--- config.mk ---
export PLATFORM = sky130hd
export DESIGN_NAME = sipo_word_assembler
export DESIGN_NICKNAME = d
export VERILOG_FILES = /design/src/rtl/sipo_word_assembler.sv
export SDC_FILE = /design/constraint.sdc
export NUM_CORES = 1
export LEC_CHECK = 0
export ABC_AREA = 0
export BUFFER_PORTS_ARGS = -buffer_cell sky130_fd_sc_hd__buf_2
export CORE_UTILIZATION = 34
export DETAILED_ROUTE_END_ITERATION = 6
export PLACE_DENSITY = 0.52
export SKIP_CTS_REPAIR_TIMING = 1
export SLEW_MARGIN = 15
export SYNTH_ARGS = -nofsm -noshare
export SYNTH_HDL_FRONTEND = slang
export SYNTH_SLANG_ARGS = --single-unit
--- constraint.sdc ---
create_clock -name clk -period 1.5 [get_ports clk]
set_clock_uncertainty 0.15 [all_clocks]
set_input_delay 0.15 -clock clk [delete_from_list [all_inputs] [get_ports clk]]
set_output_delay 0.15 -clock clk [all_outputs]
set_load 0.02 [all_outputs]
--- src/rtl/sipo_word_assembler.sv ---
// sipo_word_assembler: collects a serial bit stream (MSB first) into N-bit
// words. A frame starts on a qualified sync bit, may stall indefinitely on
// ser_valid=0, and is delivered as a one-cycle word_valid pulse together with
// the registered word. A sync in the middle of a frame restarts it and flags
// frame_err.
//
// Optional feature: define PARITY_CHECK_EN to append an even-parity bit to
// every frame. A good word is delivered as usual. A bad word leaves word_out
// untouched and pulses parity_err instead.
module sipo_word_assembler #(
  parameter int N = 8
) (
  input  logic         clk,
  input  logic         reset_n,
  input  logic         ser_valid,
  input  logic         ser_data,
  input  logic         sync,
  output logic [N-1:0] word_out,
  output logic         word_valid,
  output logic         busy,
  output logic         frame_err,
  output logic         parity_err
);

  localparam int CW = $clog2(N + 1);
  localparam logic [CW-1:0] LAST_CNT = CW'(N - 1);

`ifdef PARITY_CHECK_EN
  typedef enum logic [1:0] {IDLE, SHIFT, PARITY} state_t;
`else
  typedef enum logic {IDLE, SHIFT} state_t;
`endif

  state_t        state, state_next;
  logic [CW-1:0] bit_cnt, bit_cnt_next;
  logic [N-1:0]  shift_reg, shift_next;
  logic [N-1:0]  word_next;
  logic [N-1:0]  shifted;
  logic          word_valid_next;
  logic          frame_err_next;
`ifdef PARITY_CHECK_EN
  logic          parity_err_next;
`endif

  // The shift register with the incoming bit appended. Earlier bits move toward the MSB.
  assign shifted = {shift_reg[N-2:0], ser_data};

  assign busy = (state != IDLE);

  // Next-state logic. A qualified sync always starts a new frame, whatever the current state.
  always_comb begin
    state_next      = state;
    bit_cnt_next    = bit_cnt;
    shift_next      = shift_reg;
    word_next       = word_out;
    word_valid_next = 1'b0;
    frame_err_next  = 1'b0;
`ifdef PARITY_CHECK_EN
    parity_err_next = 1'b0;
`endif
    if (ser_valid) begin
      if (sync) begin
        frame_err_next = (state != IDLE);
        state_next     = SHIFT;
        bit_cnt_next   = CW'(1);
        shift_next     = {{(N-1){1'b0}}, ser_data};
      end else begin
        case (state)
          IDLE: state_next = IDLE;
          SHIFT: begin
            shift_next = shifted;
            if (bit_cnt == LAST_CNT) begin
`ifdef PARITY_CHECK_EN
              state_next   = PARITY;
              bit_cnt_next = CW'(N);
`else
              state_next      = IDLE;
              bit_cnt_next    = '0;
              word_next       = shifted;
              word_valid_next = 1'b1;
`endif
            end else begin
              bit_cnt_next = bit_cnt + CW'(1);
            end
          end
`ifdef PARITY_CHECK_EN
          PARITY: begin
            state_next   = IDLE;
            bit_cnt_next = '0;
            if (^{shift_reg, ser_data}) begin
              parity_err_next = 1'b1;
            end else begin
              word_next       = shift_reg;
              word_valid_next = 1'b1;
            end
          end
`endif
          default: state_next = IDLE;
        endcase
      end
    end
  end

  // State, datapath and output pulse registers. Reset discards any partial frame without a pulse.
  always_ff @(posedge clk or negedge reset_n) begin
    if (!reset_n) begin
      state      <= IDLE;
      bit_cnt    <= '0;
      shift_reg  <= '0;
      word_out   <= '0;
      word_valid <= 1'b0;
      frame_err  <= 1'b0;
`ifdef PARITY_CHECK_EN
      parity_err <= 1'b0;
`endif
    end else begin
      state      <= state_next;
      bit_cnt    <= bit_cnt_next;
      shift_reg  <= shift_next;
      word_out   <= word_next;
      word_valid <= word_valid_next;
      frame_err  <= frame_err_next;
`ifdef PARITY_CHECK_EN
      parity_err <= parity_err_next;
`endif
    end
  end

`ifndef PARITY_CHECK_EN
  assign parity_err = 1'b0;
`endif

endmodule

; ---- Yosys cells after proc, flatten, opt, wreduce, memory -nomap -nowiden
; Index checks and enable logic that the tools add are counted.
[word_totals]
regBits = 22
output_inout_bits = 12
inputBits = 5
wordCells = 27
[op_classes]
n_addsub = 1
eq_ne = 1
reduce_logical = 3
bitwise_logic = 2
muxes = 14
[ops]
columns = operator, count
row1 = 7-bit 2-to-1 mux, 2
row2 = 4-bit 2-to-1 mux, 3
row3 = 1-bit 2-to-1 mux, 8
row4 = 4-bit by 1-bit adder with 4-bit output (second input constant), 1
row5 = 4-bit by 3-bit == test with 1-bit output (second input constant), 1
row6 = 4-bit AND reduction, 1
row7 = 1-bit inverter, 2
row8 = 1-bit one-hot mux with 2 select lines, 1
row9 = 2-bit AND reduction, 1
row10 = 2-bit nonzero test, 1

; ---- Longest topological paths before layout
; Gate-level depths: netlist (run 1).
[logic_depth]
depth_word = 5
mapped_depth = 5
ltp_nobuf = 4

; ---- Worst setup path after synthesis (run 1)
; No wires, ideal clock.
[synth_timing]
kind = register to register
startpoint = reg bit_cnt[0]
endpoint = reg word_out[0]
arrival_ns = 1.395
synth_period_minus_slack_ns = 1.670
required_ns = 1.225
stages_incl_launch_ff = 6
setup_time_ns = 0.125
path_buffers = 1
path_slack_ns = -0.170
cell_sequence = dfrtp_1 ha_1 and3b_4 and3_4 buf_12 mux2_4
[synth_via]
elab_chain_len = 2
[synth_lines]
columns = item, line_no
row1 = "start, declared", 35  ; logic [CW-1:0] bit_cnt, bit_cnt_next;
row2 = "start signal, assigned", 118  ; bit_cnt <= bit_cnt_next;
row3 = 4-bit by 3-bit == test with 1-bit output, 72  ; if (bit_cnt == LAST_CNT) begin
row4 = 4-bit AND reduction (no line), n/a
row5 = "end signal, assigned", 120  ; word_out <= word_next;
row6 = "end, declared", 18  ; output logic [N-1:0] word_out,
; No other way between the ends.
; A chain may end at the register's enable or synchronous reset.

; ---- Final worst setup path (run 1)
; Ends and elaborated chain as after synthesis.

==> impl_table.tex, run 1 <==
\begin{tabular}{lr}
\hline
Metric & Value \\
\hline
\multicolumn{2}{l}{\textbf{Logic synthesis}} \\
Synth cell types & 28 \\
Count of flip-flops with a built-in enable after synthesis & 0 \\
Cell with the most instances after synthesis & sky130\_fd\_sc\_hd\_\_dfrtp\_1 \\
Sequential-to-total area share from yosys stat & $\sim$55\% \\
Post-synthesis adder-cell area fraction & 1.24\% \\
Count of yosys warnings during synthesis & 0 \\
Share of the synthesized area in the top cell type & 54.6\% \\
Instance count of the mapped netlist & 78 \\
Area contributors post-synth & sky130\_fd\_sc\_hd\_\_dfrtp\_1 55\%, sky130\_fd\_sc\_hd\_\_mux2\_4 12\%, sky130\_fd\_sc\_hd\_\_a2bb2oi\_1 5.2\% \\
Asr flop ratio synth & 100\% \\
Syn Area/Cell & 12.9 sq um \\
Post-synthesis register bit count & 22 \\
Share of the synthesized area in compound gates (AO/OA/AOI/OAI) & 15.9\% \\
Most used standard cells in the synthesized netlist & 22 x sky130\_fd\_sc\_hd\_\_dfrtp\_1, 8 x sky130\_fd\_sc\_hd\_\_inv\_1, 8 x sky130\_fd\_sc\_hd\_\_mux2\_4 \\
Simple-gate area share of the yosys netlist & between 6 and 7\% \\
Combinational family with the most area after synthesis & compound AO/OA/AOI/OAI gates \\
Area leader, netlist & sky130\_fd\_sc\_hd\_\_dfrtp\_1 \\
Synth Area in XOR/XNOR & 0\% \\
Multiplexer fraction of the synthesized cell area & 13.0\% \\
Netlist area before placement & 1010 sq um \\
Post-synth top flop & sky130\_fd\_sc\_hd\_\_dfrtp\_1 \\
Net Count, Synth & 84 \\
\multicolumn{2}{l}{\textbf{Final layout}} \\
Total area of multi-input combinational cells & 397 sq um \\
Flip-flop count of the largest register after layout & 8 \\
Number of inserted filler cells in the final layout & 264 \\
Layout overhead on the synthesized area & 25.4\% \\
Area taken by flip-flops and latches & 552 sq um \\
Nets@finish & 114 \\
Ant. Diodes & 0 \\
Share of the core filled with cells in the final layout & between 40\% and 50\% \\
Post-Layout Inst Area & 1260 sq um \\
Final instance count without filler cells & 138 \\
Layout cell share with drive strength beyond 1 & 44.9\% \\
\multicolumn{2}{l}{\textbf{GRT}} \\
Pin count of the biggest net entering global routing & 23 \\
Total congestion overflow & 0 \\
First-pass GRT wire length & a little over 3 mm \\
Vias in the first global route & between 600 and 700 \\
Gr usage total & 12.5\% \\
Antenna violations before repair & 0 \\
\multicolumn{2}{l}{\textbf{Clocking}} \\
Clock Path Buffers & 2 \\
Clock tree from TritonCTS & done \\
Clk slew on worst S/H paths & 130 ps \\
Number of H-tree levels & 1 \\
Number of buffers created by CTS & 3 \\
Clock tree sinks & 22 \\
Clock root buffer & sky130\_fd\_sc\_hd\_\_clkbuf\_4 \\
Clock latency at the later pin of the worst-skew pair & 310 ps \\
\multicolumn{2}{l}{\textbf{Worst setup path}} \\
CP cell instances & ha\_2, and3b\_4, and3\_4, mux2\_4 \\
Critical R2R Launch & bit\_cnt[0]\$\_DFFE\_PN0P\_ \\
Data required time at the worst endpoint & between 1500 and 2000 ps \\
Reg-to-reg slack, setup & -90 ps \\
Worst Setup Path Type & flop to flop \\
Cell with the biggest individual delay on the critical path & sky130\_fd\_sc\_hd\_\_dfrtp\_1 \\
Worst Setup End Kind & flop \\
Launch point of the critical path & bit\_cnt[0]\$\_DFFE\_PN0P\_ \\
RR Endpoint & word\_out[0]\$\_DFFE\_PN0P\_ \\
Total stage count of the critical path & 4 \\
Cell family with most CP delay & simple AND/OR/NAND/NOR gates \\
Worst EP arrival & 1650 ps \\
Buffer and inverter count on the worst path & 0 \\
Worst r2r path cells & 4 \\
Worst Setup EP & word\_out[0]\$\_DFFE\_PN0P\_ \\
Launching element type of the critical path & flop \\
Biggest fanout along the worst timing path & 5 \\
Maximum cell stage delay along the critical path & 380 ps \\
\multicolumn{2}{l}{\textbf{Power}} \\
Leakage power & just over 0.6 nW \\
Power per standard cell area & $\sim$1400 nW/um\^{}2 \\
Total power draw & about 1.8 mW \\
Peak supply drop & 0.000821 V \\
Cell internal pwr & 1.27 mW \\
NetSw & 0.520 mW \\
Relative contribution of combinational cells to total power & 31.4\% \\
Relative contribution of sequential cells to total power & 42.6\% \\
Switching part of the total power & 29.0\% \\
Clk network pwr share & 26.0\% \\
\multicolumn{2}{l}{\textbf{Timing}} \\
Maximum achievable frequency & around 630 MHz \\
Shortest clock period the worst path allows after layout & about 1600 ps \\
Worst setup margin & -90.3 ps \\
Slew Limit Fails & 0 \\
Period Utilization, post-route & 106\% \\
Final Hold Viols & 0 \\
Unrepaired setup endpoints after global routing & yes \\
Post-Route Setup TNS & -603 ps \\
Hold\_ws & 21.3 ps \\
Final setup violating endpoints & 8 \\
\multicolumn{2}{l}{\textbf{Floorplanning}} \\
Vertical die dimension & 56.5 microns \\
Site row count & 19 \\
Ports & 17 \\
Core ar. & 2780 sq um \\
Die width & 56.5 microns \\
Die area & 3190 sq um \\
Initial cell density of the core & 36.3\% \\
\multicolumn{2}{l}{\textbf{Min path}} \\
Hold Startpoint & sync \\
Path type of the worst min-delay path & primary input to flop \\
\multicolumn{2}{l}{\textbf{Route}} \\
Vias per Instance & about 5.2 \\
Remaining number of nets flagged by the antenna check after routing & 0 \\
First-pass iteration count of the detailed router & 4 \\
Overall routed net length & about 2 mm \\
Total number of vias & 722 \\
Wire per inst & 14.5 microns \\
Drt initial violations & 17 \\
Total DRC errors in the routed layout & 0 \\
\multicolumn{2}{l}{\textbf{Placement}} \\
Number of buffer cells added on primary ports & 15 \\
Sum of net half-perimeters after detailed placement & around 1.3 mm \\
Weighted congestion at the end of routability-driven global placement & $\sim$0.71 \\
Cell Count Post-Placement & 130 \\
Area of placed instances & 1160 sq um \\
Worst slack after detailed placement & -113 ps \\
\multicolumn{2}{l}{\textbf{Flow run}} \\
Max cap viols & 0 \\
\multicolumn{2}{l}{\textbf{Status}} \\
Status & finished, violations left \\
Failing checks & negative setup slack \\
\hline
\end{tabular}
==> power groups by stage <==
stage               clock network [mW]  logic (mW)  registers (mW)
floorplan                            0       0.270           0.843
global placement                     0       0.530           0.777
detailed placement                   0       0.540           0.779
CTS                              0.479       0.543           0.767
global route                     0.495       0.611           0.780
finish                           0.466       0.563           0.765
==> metal layers <==
layer  wire length (microns)  GRT usage [%]  share of wire (%)
met1                     972           16.2                 49
met2                     937           20.3                 47
met3                      77           4.38                3.8
met4                      16           2.09               0.80
met5                       0              0                  0
==> area by class of cell <==
class	instances	share of cell area (%)
Multi-Input combinational cell	43	31.4
Sequential cell	22	43.6
Timing Repair Buffer	30	15.4
Clock inverter	1	2.37
Clock buffer	3	1.78
Tap cell	31	3.07
Inverter	8	2.37
==> worst min path at each step <==
stage                     cells after the start                       to
final                                         2         busy$_DFFE_PN0P_
after global routing                          2   bit_cnt[0]$_DFFE_PN0P_
after CTS                                     1  word_out[1]$_DFFE_PN0P_
after detailed placement                      1  word_out[2]$_DFFE_PN0P_
after global placement                        1  word_out[1]$_DFFE_PN0P_
after floorplan                               0   bit_cnt[0]$_DFFE_PN0P_
==> cells by family (layout without fill, tap and decap cells) <==
family | after synthesis | in the layout
compound gates | 21 | 21
fa+ha+maj | 1 | 1
buf+inv | 14 | 42
flops | 22 | 22
mux | 9 | 9
other cells | 1 | 1
simple gates | 10 | 11
==> worst reg2reg max path: stages (launching register included) <==
cell                      delay [ps]
sky130_fd_sc_hd__dfrtp_1         380
sky130_fd_sc_hd__ha_2            180
sky130_fd_sc_hd__and3b_4         210
sky130_fd_sc_hd__and3_4          260
sky130_fd_sc_hd__mux2_4          310
==> cells in the final DEF, fill, tap and decap left out <==
master,count
sky130_fd_sc_hd__a221o_1,1
sky130_fd_sc_hd__a22o_1,1
sky130_fd_sc_hd__a2bb2oi_1,6
sky130_fd_sc_hd__a311o_1,1
sky130_fd_sc_hd__a31oi_1,2
sky130_fd_sc_hd__a32o_1,1
sky130_fd_sc_hd__and2_4,1
sky130_fd_sc_hd__and2b_2,1
sky130_fd_sc_hd__and3_4,2
sky130_fd_sc_hd__and3b_4,1
sky130_fd_sc_hd__buf_2,15
sky130_fd_sc_hd__buf_4,12
sky130_fd_sc_hd__bufinv_16,1
sky130_fd_sc_hd__clkbuf_4,3
sky130_fd_sc_hd__conb_1,1
sky130_fd_sc_hd__dfrtp_1,21
sky130_fd_sc_hd__dfrtp_2,1
sky130_fd_sc_hd__dlygate4sd3_1,3
sky130_fd_sc_hd__ha_2,1
sky130_fd_sc_hd__inv_1,8
sky130_fd_sc_hd__mux2_2,1
sky130_fd_sc_hd__mux2_4,8
sky130_fd_sc_hd__nand2_1,3
sky130_fd_sc_hd__nand4_1,1
sky130_fd_sc_hd__nor2_1,1
sky130_fd_sc_hd__nor3_1,1
sky130_fd_sc_hd__o21ai_1,2
sky130_fd_sc_hd__o22ai_1,6
sky130_fd_sc_hd__o41ai_2,1
(Power assumes the default switching activity.)
==> inputs of run 2 (changes only) <==
--- a/config.mk
+++ b/config.mk
@@ -7,9 +7,10 @@
 export LEC_CHECK = 0
 export ABC_AREA = 0
 export BUFFER_PORTS_ARGS = -buffer_cell sky130_fd_sc_hd__buf_2
+export CORE_ASPECT_RATIO = 0.8
 export CORE_UTILIZATION = 34
 export DETAILED_ROUTE_END_ITERATION = 6
-export PLACE_DENSITY = 0.52
+export PLACE_DENSITY_LB_ADDON = 0.3
 export SKIP_CTS_REPAIR_TIMING = 1
 export SLEW_MARGIN = 15
 export SYNTH_ARGS = -nofsm -noshare
==> impl_table.tex, run 2 (synthesis results as in run 1) <==
\begin{tabular}{lr}
\hline
Metric & Value \\
\hline
\multicolumn{2}{l}{\textbf{Status}} \\
Status & finished, violations left \\
Failing checks & negative setup slack \\
\multicolumn{2}{l}{\textbf{Power}} \\
Leakage power & 0.619 nW (+0.58\%) \\
Power per standard cell area & 1360 nW/um\^{}2 (-4.0\%) \\
Peak supply drop & 0.000837 V (+2.0\%) \\
Total power draw & 1.74 mW (-3.2\%) \\
\multicolumn{2}{l}{\textbf{Min path}} \\
Path type of the worst min-delay path & primary input to flop \\
Instance count along the most critical hold path & 3 (+1) \\
Hold endpoint & shift\_reg[6]\$\_DFFE\_PN0P\_ \\
Hold Startpoint & sync \\
\multicolumn{2}{l}{\textbf{Worst setup path}} \\
Launching element type of the critical path & flop \\
Biggest fanout along the worst timing path & 4 (-1) \\
Worst EP arrival & 1570 ps (-80 ps) \\
CP cell instances & ha\_2, and3b\_4, and3\_2, mux2\_4 \\
Cell family with most CP delay & simple AND/OR/NAND/NOR gates \\
Cell with the biggest individual delay on the critical path & sky130\_fd\_sc\_hd\_\_dfrtp\_1 \\
Data required time at the worst endpoint & 1500 ps (-60 ps) \\
Worst r2r path cells & 4 (unchanged) \\
Critical R2R Launch & bit\_cnt[0]\$\_DFFE\_PN0P\_ \\
RR Endpoint & word\_out[1]\$\_DFFE\_PN0P\_ \\
Worst Setup Path Type & flop to flop \\
Maximum cell stage delay along the critical path & 360 ps (-20 ps) \\
Worst Setup End Kind & flop \\
Reg-to-reg slack, setup & -80 ps (about the same) \\
Buffer and inverter count on the worst path & 0 (unchanged) \\
\multicolumn{2}{l}{\textbf{Timing}} \\
Final Hold Viols & 0 (unchanged) \\
Post-Route Setup TNS & -471 ps (+132 ps) \\
Final setup violating endpoints & 8 (unchanged) \\
Slew Limit Fails & 0 (unchanged) \\
Worst setup margin & -76.0 ps (+14.4 ps) \\
Period Utilization, post-route & 105\% (-0.96 points) \\
Unrepaired setup endpoints after global routing & yes \\
Shortest clock period the worst path allows after layout & 1580 ps (-14.4 ps) \\
Maximum achievable frequency & 635 MHz (+0.91\%) \\
\multicolumn{2}{l}{\textbf{Final layout}} \\
Ant. Diodes & 0 (unchanged) \\
Final instance count without filler cells & 145 (+5.1\%) \\
Layout overhead on the synthesized area & 26.4\% \\
Layout cell share with drive strength beyond 1 & 43.9\% (-0.93 points) \\
Share of the core filled with cells in the final layout & 45.8\% (+0.28 points) \\
Flip-flop count of the largest register after layout & 8 (unchanged) \\
Nets@finish & 114 (unchanged) \\
Number of inserted filler cells in the final layout & 256 (-3.0\%) \\
Most common cell after layout, fill and taps aside & sky130\_fd\_sc\_hd\_\_dfrtp\_1 \\
Top library cells by usage in the layout, fill and taps aside & 21 x sky130\_fd\_sc\_hd\_\_dfrtp\_1, 15 x sky130\_fd\_sc\_hd\_\_buf\_2, 11 x sky130\_fd\_sc\_hd\_\_buf\_4 \\
\multicolumn{2}{l}{\textbf{Route}} \\
Overall routed net length & 1.94 mm (-3.1\%) \\
Total DRC errors in the routed layout & 0 (unchanged) \\
Total number of vias & 699 (-3.2\%) \\
Wire per inst & 13.4 microns (-7.8\%) \\
Drt initial violations & 7 (-10) \\
Remaining number of nets flagged by the antenna check after routing & 0 (unchanged) \\
First-pass iteration count of the detailed router & 4 (unchanged) \\
Vias per Instance & 4.82 (-7.9\%) \\
\multicolumn{2}{l}{\textbf{Floorplanning}} \\
Die area & 3190 sq um (about the same) \\
Core ar. & 2790 sq um (+0.18\%) \\
Site row count & 17 (-2) \\
Ports & 17 (unchanged) \\
Initial cell density of the core & 36.2\% (-0.065 points) \\
Die width & 62.9 microns (+11\%) \\
Vertical die dimension & 50.7 microns (-10\%) \\
\multicolumn{2}{l}{\textbf{GRT}} \\
Pin count of the biggest net entering global routing & 23 (unchanged) \\
Vias in the first global route & 683 (+8.6\%) \\
Total congestion overflow & 0 (unchanged) \\
Antenna violations before repair & 0 (unchanged) \\
Gr usage total & 13.5\% (+1.0 points) \\
First-pass GRT wire length & 3.17 mm (+3.9\%) \\
\multicolumn{2}{l}{\textbf{Placement}} \\
Number of buffer cells added on primary ports & 15 (unchanged) \\
Weighted congestion at the end of routability-driven global placement & 0.688 (-2.5\%) \\
Sum of net half-perimeters after detailed placement & 1.29 mm (-1.4\%) \\
Cell Count Post-Placement & 135 (+3.8\%) \\
Worst slack after detailed placement & -124 ps (-11.1 ps) \\
\multicolumn{2}{l}{\textbf{Clocking}} \\
Clock latency at the later pin of the worst-skew pair & 270 ps (-40 ps) \\
Clk slew on worst S/H paths & 80 ps (-50 ps) \\
Clock root buffer & sky130\_fd\_sc\_hd\_\_clkbuf\_8 \\
Number of H-tree levels & 1 (unchanged) \\
Number of buffers created by CTS & 3 (unchanged) \\
Clock tree from TritonCTS & done \\
Clock Path Buffers & 2 (unchanged) \\
Clock tree sinks & 22 (unchanged) \\
\multicolumn{2}{l}{\textbf{Flow run}} \\
Max cap viols & 0 (unchanged) \\
\hline
\end{tabular}
run 2: stage by stage:
stage | hold WS [ps] | instance area [sq um]
2_1_floorplan | -296 | 1010
3_3_place_gp | -19.0 | 1170
3_5_place_dp | -16.3 | 1170
4_1_cts | -310 | 1210
5_1_grt | 121 | 1270
6_report | 104 | 1270
run 2: how the worst max path moves through the flow:
stage,startpoint,end,slack [ps],depth (start not counted)
floorplan,bit_cnt[0]$_DFFE_PN0P_,word_out[0]$_DFFE_PN0P_,-130,5
global placement,bit_cnt[1]$_DFFE_PN0P_,word_out[2]$_DFFE_PN0P_,-100,4
detailed placement,bit_cnt[1]$_DFFE_PN0P_,word_out[6]$_DFFE_PN0P_,-120,4
CTS,bit_cnt[1]$_DFFE_PN0P_,word_out[2]$_DFFE_PN0P_,-130,4
global route,bit_cnt[0]$_DFFE_PN0P_,word_out[2]$_DFFE_PN0P_,-100,4
finish,bit_cnt[0]$_DFFE_PN0P_,word_out[1]$_DFFE_PN0P_,-80,4
run 2: cell type report:
class,count,area (sq um),area share [%]
timing repair buffer,30,208,16.3
inverter,8,30.0,2.36
clock buffer,4,45.0,3.53
multi-input combinational,43,393,30.8
sequential,22,552,43.3
tap,38,47.5,3.73
run 2: report_power, final:
part	internal (mW)	leakage, nW	total, mW	switching [mW]
sequential	0.701	0.290	0.770	0.0685
clock	0.190	0.0228	0.378	0.189
combinational	0.319	0.306	0.587	0.268
total	1.21	0.619	1.74	0.525
run 2: per-layer routing:
metal	wire (microns)	share of wire [%]	vias to the layer above	GRT usage (%)
met5	0	0	-	0
met4	10	0.52	0	5.81
met3	81	4.2	2	5.00
met2	918	47	15	21.9
met1	930	48	341	16.1
li1	-	-	341	-
run 2: worst register-to-register path, cell delays in order, from the launching register on:
cell	delay, ps
sky130_fd_sc_hd__dfrtp_1	360
sky130_fd_sc_hd__ha_2	180
sky130_fd_sc_hd__and3b_4	200
sky130_fd_sc_hd__and3_2	260
sky130_fd_sc_hd__mux2_4	310
